`src/rtl/datapath_unit.sv`:
```
// datapath_unit
//   Register/ALU datapath driven by a per-cycle control word from the control FSM.
//   It holds three writable registers R0..R2 and a read-only constant register R3.
//   It has a two-operand ALU and a combinational R0 == R1 comparator.
//   It also keeps a sticky overflow flag and a saturating write counter for debug.
// Ports
//   clk            system clock; all state updates on the rising edge
//   resDatapath_n  asynchronous active-low reset
//   wen[1:0]       [1] writes R0; [0] writes R1 (wsel=0) or R2 (wsel=1)
//   wsel           destination select for wen[0]
//   asel, bsel     ALU operand A/B source register (R0..R3)
//   datasel        write-data source: 1 = data_in, 0 = ALU result
//   alusel         00 pass B, 01 A+B, 10 A<<1, 11 A-B
//   resReg[2:0]    synchronous clear; bit i clears Ri
//   data_in        external operand
//   eq             combinational R0 == R1
//   data_out       current R0
//   ovf            sticky ALU carry/borrow/shift-out flag
//   wr_count       saturating count of cycles with any write enable set
module datapath_unit #(
  parameter int unsigned WIDTH   = 8,
  parameter int unsigned CONST_B = 1,
  parameter int unsigned CNTW    = 8
) (
  input  logic             clk,
  input  logic             resDatapath_n,
  input  logic [1:0]       wen,
  input  logic             wsel,
  input  logic [1:0]       asel,
  input  logic [1:0]       bsel,
  input  logic             datasel,
  input  logic [1:0]       alusel,
  input  logic [2:0]       resReg,
  input  logic [WIDTH-1:0] data_in,
  output logic             eq,
  output logic [WIDTH-1:0] data_out,
  output logic             ovf,
  output logic [CNTW-1:0]  wr_count
);

  localparam logic [WIDTH-1:0] R3_VAL = WIDTH'(CONST_B);

  logic [WIDTH-1:0] r0, r1, r2;
  logic [WIDTH-1:0] op_a, op_b, alu_out, wdata;
  logic [WIDTH:0]   sum_ext;
  logic             alu_carry;

  always_comb begin
    op_a = R3_VAL;
    unique case (asel)
      2'd0:    op_a = r0;
      2'd1:    op_a = r1;
      2'd2:    op_a = r2;
      default: op_a = R3_VAL;
    endcase
  end

  always_comb begin
    op_b = R3_VAL;
    unique case (bsel)
      2'd0:    op_b = r0;
      2'd1:    op_b = r1;
      2'd2:    op_b = r2;
      default: op_b = R3_VAL;
    endcase
  end

  assign sum_ext = {1'b0, op_a} + {1'b0, op_b};

  always_comb begin
    alu_out   = op_b;
    alu_carry = 1'b0;
    unique case (alusel)
      2'b00: begin
        alu_out   = op_b;
        alu_carry = 1'b0;
      end
      2'b01: begin
        alu_out   = sum_ext[WIDTH-1:0];
        alu_carry = sum_ext[WIDTH];
      end
      2'b10: begin
        alu_out   = op_a << 1;
        alu_carry = op_a[WIDTH-1];
      end
      default: begin
        alu_out   = op_a - op_b;
        alu_carry = (op_a < op_b);
      end
    endcase
  end

  assign wdata = datasel ? data_in : alu_out;

  // Clear has priority over write for each register independently.
  always_ff @(posedge clk or negedge resDatapath_n) begin
    if (!resDatapath_n) begin
      r0 <= '0;
      r1 <= '0;
      r2 <= '0;
    end else begin
      if (resReg[0])
        r0 <= '0;
      else if (wen[1])
        r0 <= wdata;

      if (resReg[1])
        r1 <= '0;
      else if (wen[0] && !wsel)
        r1 <= wdata;

      if (resReg[2])
        r2 <= '0;
      else if (wen[0] && wsel)
        r2 <= wdata;
    end
  end

  // Overflow only counts when the ALU result is actually being written.
  always_ff @(posedge clk or negedge resDatapath_n) begin
    if (!resDatapath_n)
      ovf <= 1'b0;
    else if (resReg[0])
      ovf <= 1'b0;
    else if ((|wen) && !datasel && alu_carry)
      ovf <= 1'b1;
  end

  always_ff @(posedge clk or negedge resDatapath_n) begin
    if (!resDatapath_n)
      wr_count <= '0;
    else if (resReg == 3'b111)
      wr_count <= '0;
    else if ((|wen) && (wr_count != '1))
      wr_count <= wr_count + 1'b1;
  end

  assign eq       = (r0 == r1);
  assign data_out = r0;

endmodule

```
`config.mk`:
```
export PLATFORM = sky130hd
export DESIGN_NAME = datapath_unit
export DESIGN_NICKNAME = d
export VERILOG_FILES = /design/src/rtl/datapath_unit.sv
export SDC_FILE = /design/constraint.sdc
export NUM_CORES = 1
export LEC_CHECK = 0
export ABC_AREA = 1
export CORE_MARGIN = 3
export CORE_UTILIZATION = 40
export CTS_BUF_LIST = sky130_fd_sc_hd__clkbuf_16
export CTS_CLUSTER_DIAMETER = 80
export DETAILED_ROUTE_END_ITERATION = 16
export REMOVE_ABC_BUFFERS = 1
export SETUP_SLACK_MARGIN = 0.1
export SYNTH_ARGS = -nofsm -noshare
export SYNTH_HDL_FRONTEND = slang
export SYNTH_SLANG_ARGS = --single-unit
```
`constraint.sdc`:
```
create_clock -name clk -period 2.3 [get_ports clk]
set_clock_uncertainty 0.2 [all_clocks]
set_input_delay 0.69 -clock clk [delete_from_list [all_inputs] [get_ports clk]]
set_output_delay 0.69 -clock clk [all_outputs]
set_load 0.005 [all_outputs]
```
=== After elaboration in Yosys (flattened, before gate mapping) ===
Cells that the tools add are included.

* Reduce and logical (&&, ||, !) cells: 16
* Bitwise operators: 0
* Add/subtract/negate cells: 3
* Mux-type cells: 15
* Shifts and indexed selects: 0
* Div/mod/pow operators: 0
* Magnitude comparators: 1
* Multiply operators: 0
* Equal/unequal tests: 9

{| class="wikitable"
|+ Operator list
! operator !! count
|-
| two-way mux 8 bit || 9
|-
| one-hot mux 8 bit (3 select lines) || 3
|-
| nonzero test 2 bit || 5
|-
| adder 8 x 8 -> 9 bit || 1
|-
| adder 8 x 1 -> 8 bit (second input constant) || 1
|-
| == test 8 bit || 1
|-
| less-than comparator 8 bit || 1
|-
| inequality test 8 bit (second input constant) || 1
|-
| subtractor 8 bit || 1
|-
| == test 2 x 1 -> 1 bit (second input constant) || 3
|-
| == test 2 bit (second input constant) || 3
|-
| logical NOT 2 bit || 3
|-
| logical AND 1 bit || 5
|-
| == test 3 bit (second input constant) || 1
|-
| one-hot mux 1 bit (3 select lines) || 1
|-
| logical NOT 1 bit || 2
|-
| two-way mux 1 bit || 2
|-
| OR reduction 2 bit || 1
|}

* Memories: 0
* Bits in read-only memories: 0
* Output and inout bits: 18
* Latch bits: 0
* Register bits after elaboration: 33
* Bits in writable memories: 0
* Logic and storage cells: 49

=== Logic depth before layout (Yosys ltp) ===
Gate-level depths: netlist of run 1.

* Word-level depth: 7
* Gate-level depth with buffers: 22
* Gate-level depth less buffers: 21

=== Worst setup path before layout of run 1 ===
OpenSTA, ideal clock, no wires.

* Path kind: in2reg
* From: in asel[1]
* To: reg r0[4], in the netlist data_out[4]
* Stages: 15
* Data arrival time: 2.416 ns
* Buffers on the path: 0
* Library setup time: 0.117 ns
* Path slack: -0.433 ns
* Data required time: 1.983 ns
* Cells stage by stage: nor2_2 nand2_1 o211ai_1 inv_1 ha_1 fa_1 inv_1 nand3_1 nand3_1 xor2_1 a21oi_1 nand2_1 nand2_2 nand2_1 nand2_1

* Word-level cells in the longest chain between the ends: 7

{| class="wikitable"
|+ Ends and longest elaborated chain
! item !! line !! text
|-
| from (decl) || 29 || <nowiki>input logic [1:0] asel,</nowiki>
|-
| == test 2 bit (tied with other cells) || 50 || <nowiki>unique case (asel)</nowiki>
|-
| one-hot mux 8 bit (3 select lines) * || 50 ||
|-
| subtractor 8 bit / adder 8 x 8 -> 9 bit (equally long branches) || 87, 68 ||
|-
| one-hot mux 8 bit (3 select lines) * || 73 || <nowiki>unique case (alusel)</nowiki>
|-
| two-way mux 8 bit * || 93 || <nowiki>assign wdata = datasel ? data_in : alu_out;</nowiki>
|-
| two-way mux 8 bit * || 104 || <nowiki>else if (wen[1])</nowiki>
|-
| two-way mux 8 bit * || 102 || <nowiki>if (resReg[0])</nowiki>
|-
| to (signal assigned) || 105 || <nowiki>r0 <= wdata;</nowiki>
|-
| to (decl) || 43 || <nowiki>logic [WIDTH-1:0] r0, r1, r2;</nowiki>
|}

Every way passes the cells marked *; elsewhere a longest branch is shown, timed or not. The select of a mux whose other input is x is not followed.
A chain may end at the register's enable or synchronous reset.

=== Worst setup path in the final report of run 1 ===
* From: in asel[0]
* To: reg r2[7]

* Word-level cells in the longest chain between the ends: 7

{| class="wikitable"
|+ Ends and longest elaborated chain
! item !! line !! text
|-
| == test 2 bit (tied with other cells) || 50 ||
|-
| one-hot mux 8 bit (3 select lines) * || 50 ||
|-
| subtractor 8 bit / adder 8 x 8 -> 9 bit (equally long branches) || 87, 68 ||
|-
| one-hot mux 8 bit (3 select lines) * || 73 ||
|-
| two-way mux 8 bit * || 93 ||
|-
| two-way mux 8 bit * || 114 || <nowiki>else if (wen[0] && wsel)</nowiki>
|-
| two-way mux 8 bit * || 112 || <nowiki>if (resReg[2])</nowiki>
|-
| to (signal assigned) || 115 || <nowiki>r2 <= wdata;</nowiki>
|-
| to (decl) || 43 ||
|}

Marked as above.

==> run_results.csv, run 1 <==
group,metric,value,unit
finish,antennaDiodeCount,0,
worst_setup_path,reg2regPathDepth,16,
power_and_ir_drop,p_int,1.62,mW
clocking,cts_inserted_buffers,5,
worst_setup_path,cp.depth,19,
clocking,cts-htree-levels,2,
finish,syn2layout_area_growth,60.4,%
placement,place.gp.congestion,1.02,
worst_setup_path,path_cells,"buf_4 -> buf_4 -> nor2_4 -> buf_4 -> nand2_1 -> nand3_2 -> ha_4 -> nand2_1 -> nand2_2 -> a21oi_4 -> nand2_1 -> nand2_1 -> nand3_1 -> nand2_1 -> inv_1 -> nand2_1 -> nand2_2 -> nand2_2 -> nand2_2",
worst_setup_path,slowest_stage,"ha_4",
drt,dr_total_vias,3485,
worst_setup_path,slowest_delay,240,ps
clocking,clock_path_buffers,2,
floorplan,dieArea,8500,µm²
clocking,tritoncts,"yes",
clocking,clkLatencyLatePin,280,ps
drt,drtIter0Drc,153,
drt,wl,9940,µm
logic_synthesis,synth-seq-cells,33,
global_route,overflow,0,
global_route,grt_use_total,23.5,%
run,cap_violations,0,
worst_setup_path,worstPathArrival,2580,ps
drt,ant_nets,0,
worst_setup_path,cp_max_fo,6,
power_and_ir_drop,p_sw,0.787,mW
logic_synthesis,synthCells,464,
timing,finalWorstPathRequiredPeriod,2610,ps
clocking,hold_buffers,0,
power_and_ir_drop,p_leak,2.57,nW
timing,max_freq,382,MHz
worst_setup_path,critPathCaptureType,"flip-flop",
placement,io_buffer_count,40,
finish,multi_input_area,2210,µm²
floorplan,die_w,92.2,µm
drt,dr.pass1.iters,4,
floorplan,io_pins,41,
clocking,root_buffer,"clkbuf_16",
power_and_ir_drop,seq_power_share,29.7,%
drt,routedWlPerCell,14.2,µm
logic_synthesis,synth_top_area_share,27.8,%
logic_synthesis,ys_seq_area_share,27.8,%
power_and_ir_drop,p_comb_share,39.7,%
timing,min_period_over_period,114,%
worst_setup_path,path_buf_inv,4,
drt,viasPerCell,4.99,
finish,fin_nets,643,
power_and_ir_drop,p_total,2.41,mW
floorplan,num_rows,30,
worst_setup_path,cp.required,2270,ps
timing,layout_setup_ws,-315,ps
clocking,cts.sinks,33,
finish,fill_cells,611,
worst_setup_path,crit_path_start_kind,"input port",
outcome,status,"complete, but fails checks",
power_and_ir_drop,swShare,32.7,%
logic_synthesis,syn_area,2970,µm²
worst_setup_path,worst_path_most_repeated_cell,"nand2_1",
global_route,grt_start_max_net_pins,34,
min_path,min_path_cells,2,
finish,seqCellArea,831,µm²
timing,finalSetupTns,-5610,ps
logic_synthesis,synth_largest_area_cell,"dfrtp_1",
power_and_ir_drop,peakVddDrop,0.610,mV
timing,slew_headroom,61.0,%
worst_setup_path,crit_family,"simple AND/OR/NAND/NOR gates",
power_and_ir_drop,power_density,505,nW/µm²
floorplan,die_h,92.2,µm
logic_synthesis,synth_edf_count,0,
timing,finalHoldViolCount,0,
timing,worstMarginPinSlew,582,ps
global_route,antenna_found_initial,0,
global_route,grt_pass1_vias,3335,
timing,setup_viol,23,
logic_synthesis,netlist_top_cells_area,"dfrtp_1 (28%), nand2_1 (23%), ha_1 (7.2%), inv_1 (7.1%), nand3_1 (5.6%)",
timing,maxSlewViolCount,0,
floorplan,initial_utilization,42.6,%
floorplan,core,6980,µm²
min_path,hold_class,"reg -> reg",
logic_synthesis,ys_warn_count,0,
global_route,grt_pass1_wl,16200,µm
worst_setup_path,path_class,"in -> reg",
power_and_ir_drop,p_clk_share,30.6,%
logic_synthesis,syn-mean-instance-area,6.41,µm²
logic_synthesis,ys_types,34,
placement,dp_hpwl,7640,µm
outcome,violations,"setup timing",
logic_synthesis,synth_ff_type,"dfrtp_1",
finish,drive_gt1_share,35.5,%
clocking,clkTransAtPathRegs,50,ps
logic_synthesis,ys_async_sr_fraction,100,%
timing,rsz0062_at_grt,"yes",
drt,drc,0,
-- worst reg2reg max path, cell delays in order, from the launching register on --
cell and delay [ps]:
dfrtp_1 380, inv_1 90, buf_4 140, o211ai_4 240, ha_4 180, inv_2 40, fa_2 390, inv_2 80
nand3_2 90, nand2_2 80, nand2_1 50, nand3_1 60, nand3_1 70, nand2_1 80, nand2_2 90, nand2_1 90
nand2_1 50
-- power by group through the flow --
stage          logic, mW  registers, mW  clock network [mW]
6_report           0.956          0.717               0.737
5_1_grt             1.05          0.728               0.763
4_1_cts            0.884          0.715               0.747
3_5_place_dp       0.786          0.723                   0
3_3_place_gp       0.777          0.721                   0
2_1_floorplan      0.378          0.717                   0
-- repair_timing --
action / CTS / global route
pin swaps: 36 / 28
gates resized for setup: 89 / 62
buffers inserted: 13 / 6
endpoints found under the setup margin: 30 / 34
-- synth_stat cells (2+ instances only) --
cell type / count
nor2_1: 28
nand4_1: 11
ha_1: 17
dfrtp_1: 33
o21ai_0: 11
buf_4: 2
a21oi_1: 16
inv_1: 56
o21ai_1: 10
nor2_2: 2
inv_2: 8
xor2_1: 6
nand3_2: 5
o211ai_2: 3
nand2_1: 184
o211ai_1: 4
buf_2: 2
fa_1: 2
nor2_4: 2
nor3_1: 3
nand2_2: 8
xnor2_1: 7
nand3_1: 33
-- through the flow --
step | hold WS, ps | instance area [µm²] | instances | util, % | setup WS (ps)
2_1_floorplan | 194 | 2940 | 459 | - | -429
6_report | 311 | 4770 | 698 | 68.3 | -315
3_3_place_gp | 296 | 4030 | 671 | 57.7 | -1210
3_5_place_dp | 297 | 4030 | 671 | 57.7 | -1240
4_1_cts | 311 | 4540 | 692 | 65.0 | -264
5_1_grt | 353 | 4770 | 698 | 68.3 | -488
-- registers in the layout, indices dropped and copies added, names as in the netlist --
signal,cells
data_out,8
r2,8
ovf,1
wr_count,8
r1,8
-- cells in the final DEF, fill, tap and decap left out, types with 3 or more instances in the layout --
cell type,n
nand2_1,161
buf_4,88
inv_1,45
dfrtp_1,29
clkdlybuf4s50_1,28
nand2_2,26
nand3_1,22
nor2_1,19
inv_2,17
nand3_2,16
o21ai_1,13
a21oi_1,12
nand4_1,11
ha_4,8
ha_1,8
buf_6,8
nor2_4,7
xor2_1,6
xnor2_1,6
nor2_2,6
o21ai_0,6
dlymetal6s2s_1,6
nand2_4,5
clkbuf_16,5
o211ai_1,4
dfrtp_2,4
a21oi_2,3
nor3_1,3
-- metal layers --
| metal | track usage [%] | wire length [µm] | vias up |
|---|---|---|---|
| li1 | - | - | 1741 |
| met1 | 31.4 | 4470 | 1640 |
| met2 | 40.9 | 4910 | 86 |
| met3 | 2.30 | 352 | 18 |
| met4 | 5.69 | 202 | 0 |
| met5 | 0 | 0 | - |
-- final cells by class --
type,instances,share of cell area (%)
flip-flops and latches,33,17.4
inverters,66,5.56
multi-input cells,360,46.4
repair buffers,135,24.6
clock buffers,5,2.62
well taps,96,2.52
clock inverters,3,0.787
-- final timing paths --
check / start / endpoint / slack (ps)
max: asel[0] / r2[7]$_DFFE_PN0P_ / -310
min: r2[2]$_DFFE_PN0P_ / r2[2]$_DFFE_PN0P_ / 310
max reg2reg: r1[0]$_DFFE_PN0P_ / data_out[4]$_DFFE_PN0P_ / -230
min reg2reg: r2[2]$_DFFE_PN0P_ / r2[2]$_DFFE_PN0P_ / 310
max in group asynchronous: resDatapath_n / data_out[0]$_DFFE_PN0P_ / 950
min in group asynchronous: resDatapath_n / ovf$_DFFE_PN0P_ / 610
-- kinds of logic (layout without fill, tap and decap cells) --
kind of cell / count (synthesis) / after routing / synth area share [%]
fa+ha+maj: 19 / 19 / 8.50
simple gates: 280 / 280 / 40.7
flops: 33 / 33 / 27.8
buf+inv: 71 / 209 / 9.64
compound gates: 48 / 48 / 9.51
xor+xnor: 13 / 13 / 3.83
Power figures use the tool's default switching activity.
==> run 2, diff against run 1 <==
Settings changed: SLEW_MARGIN set to 0.
==> results of run 2 <==
Final layout, timing and power as in run 1 (identical DEF).
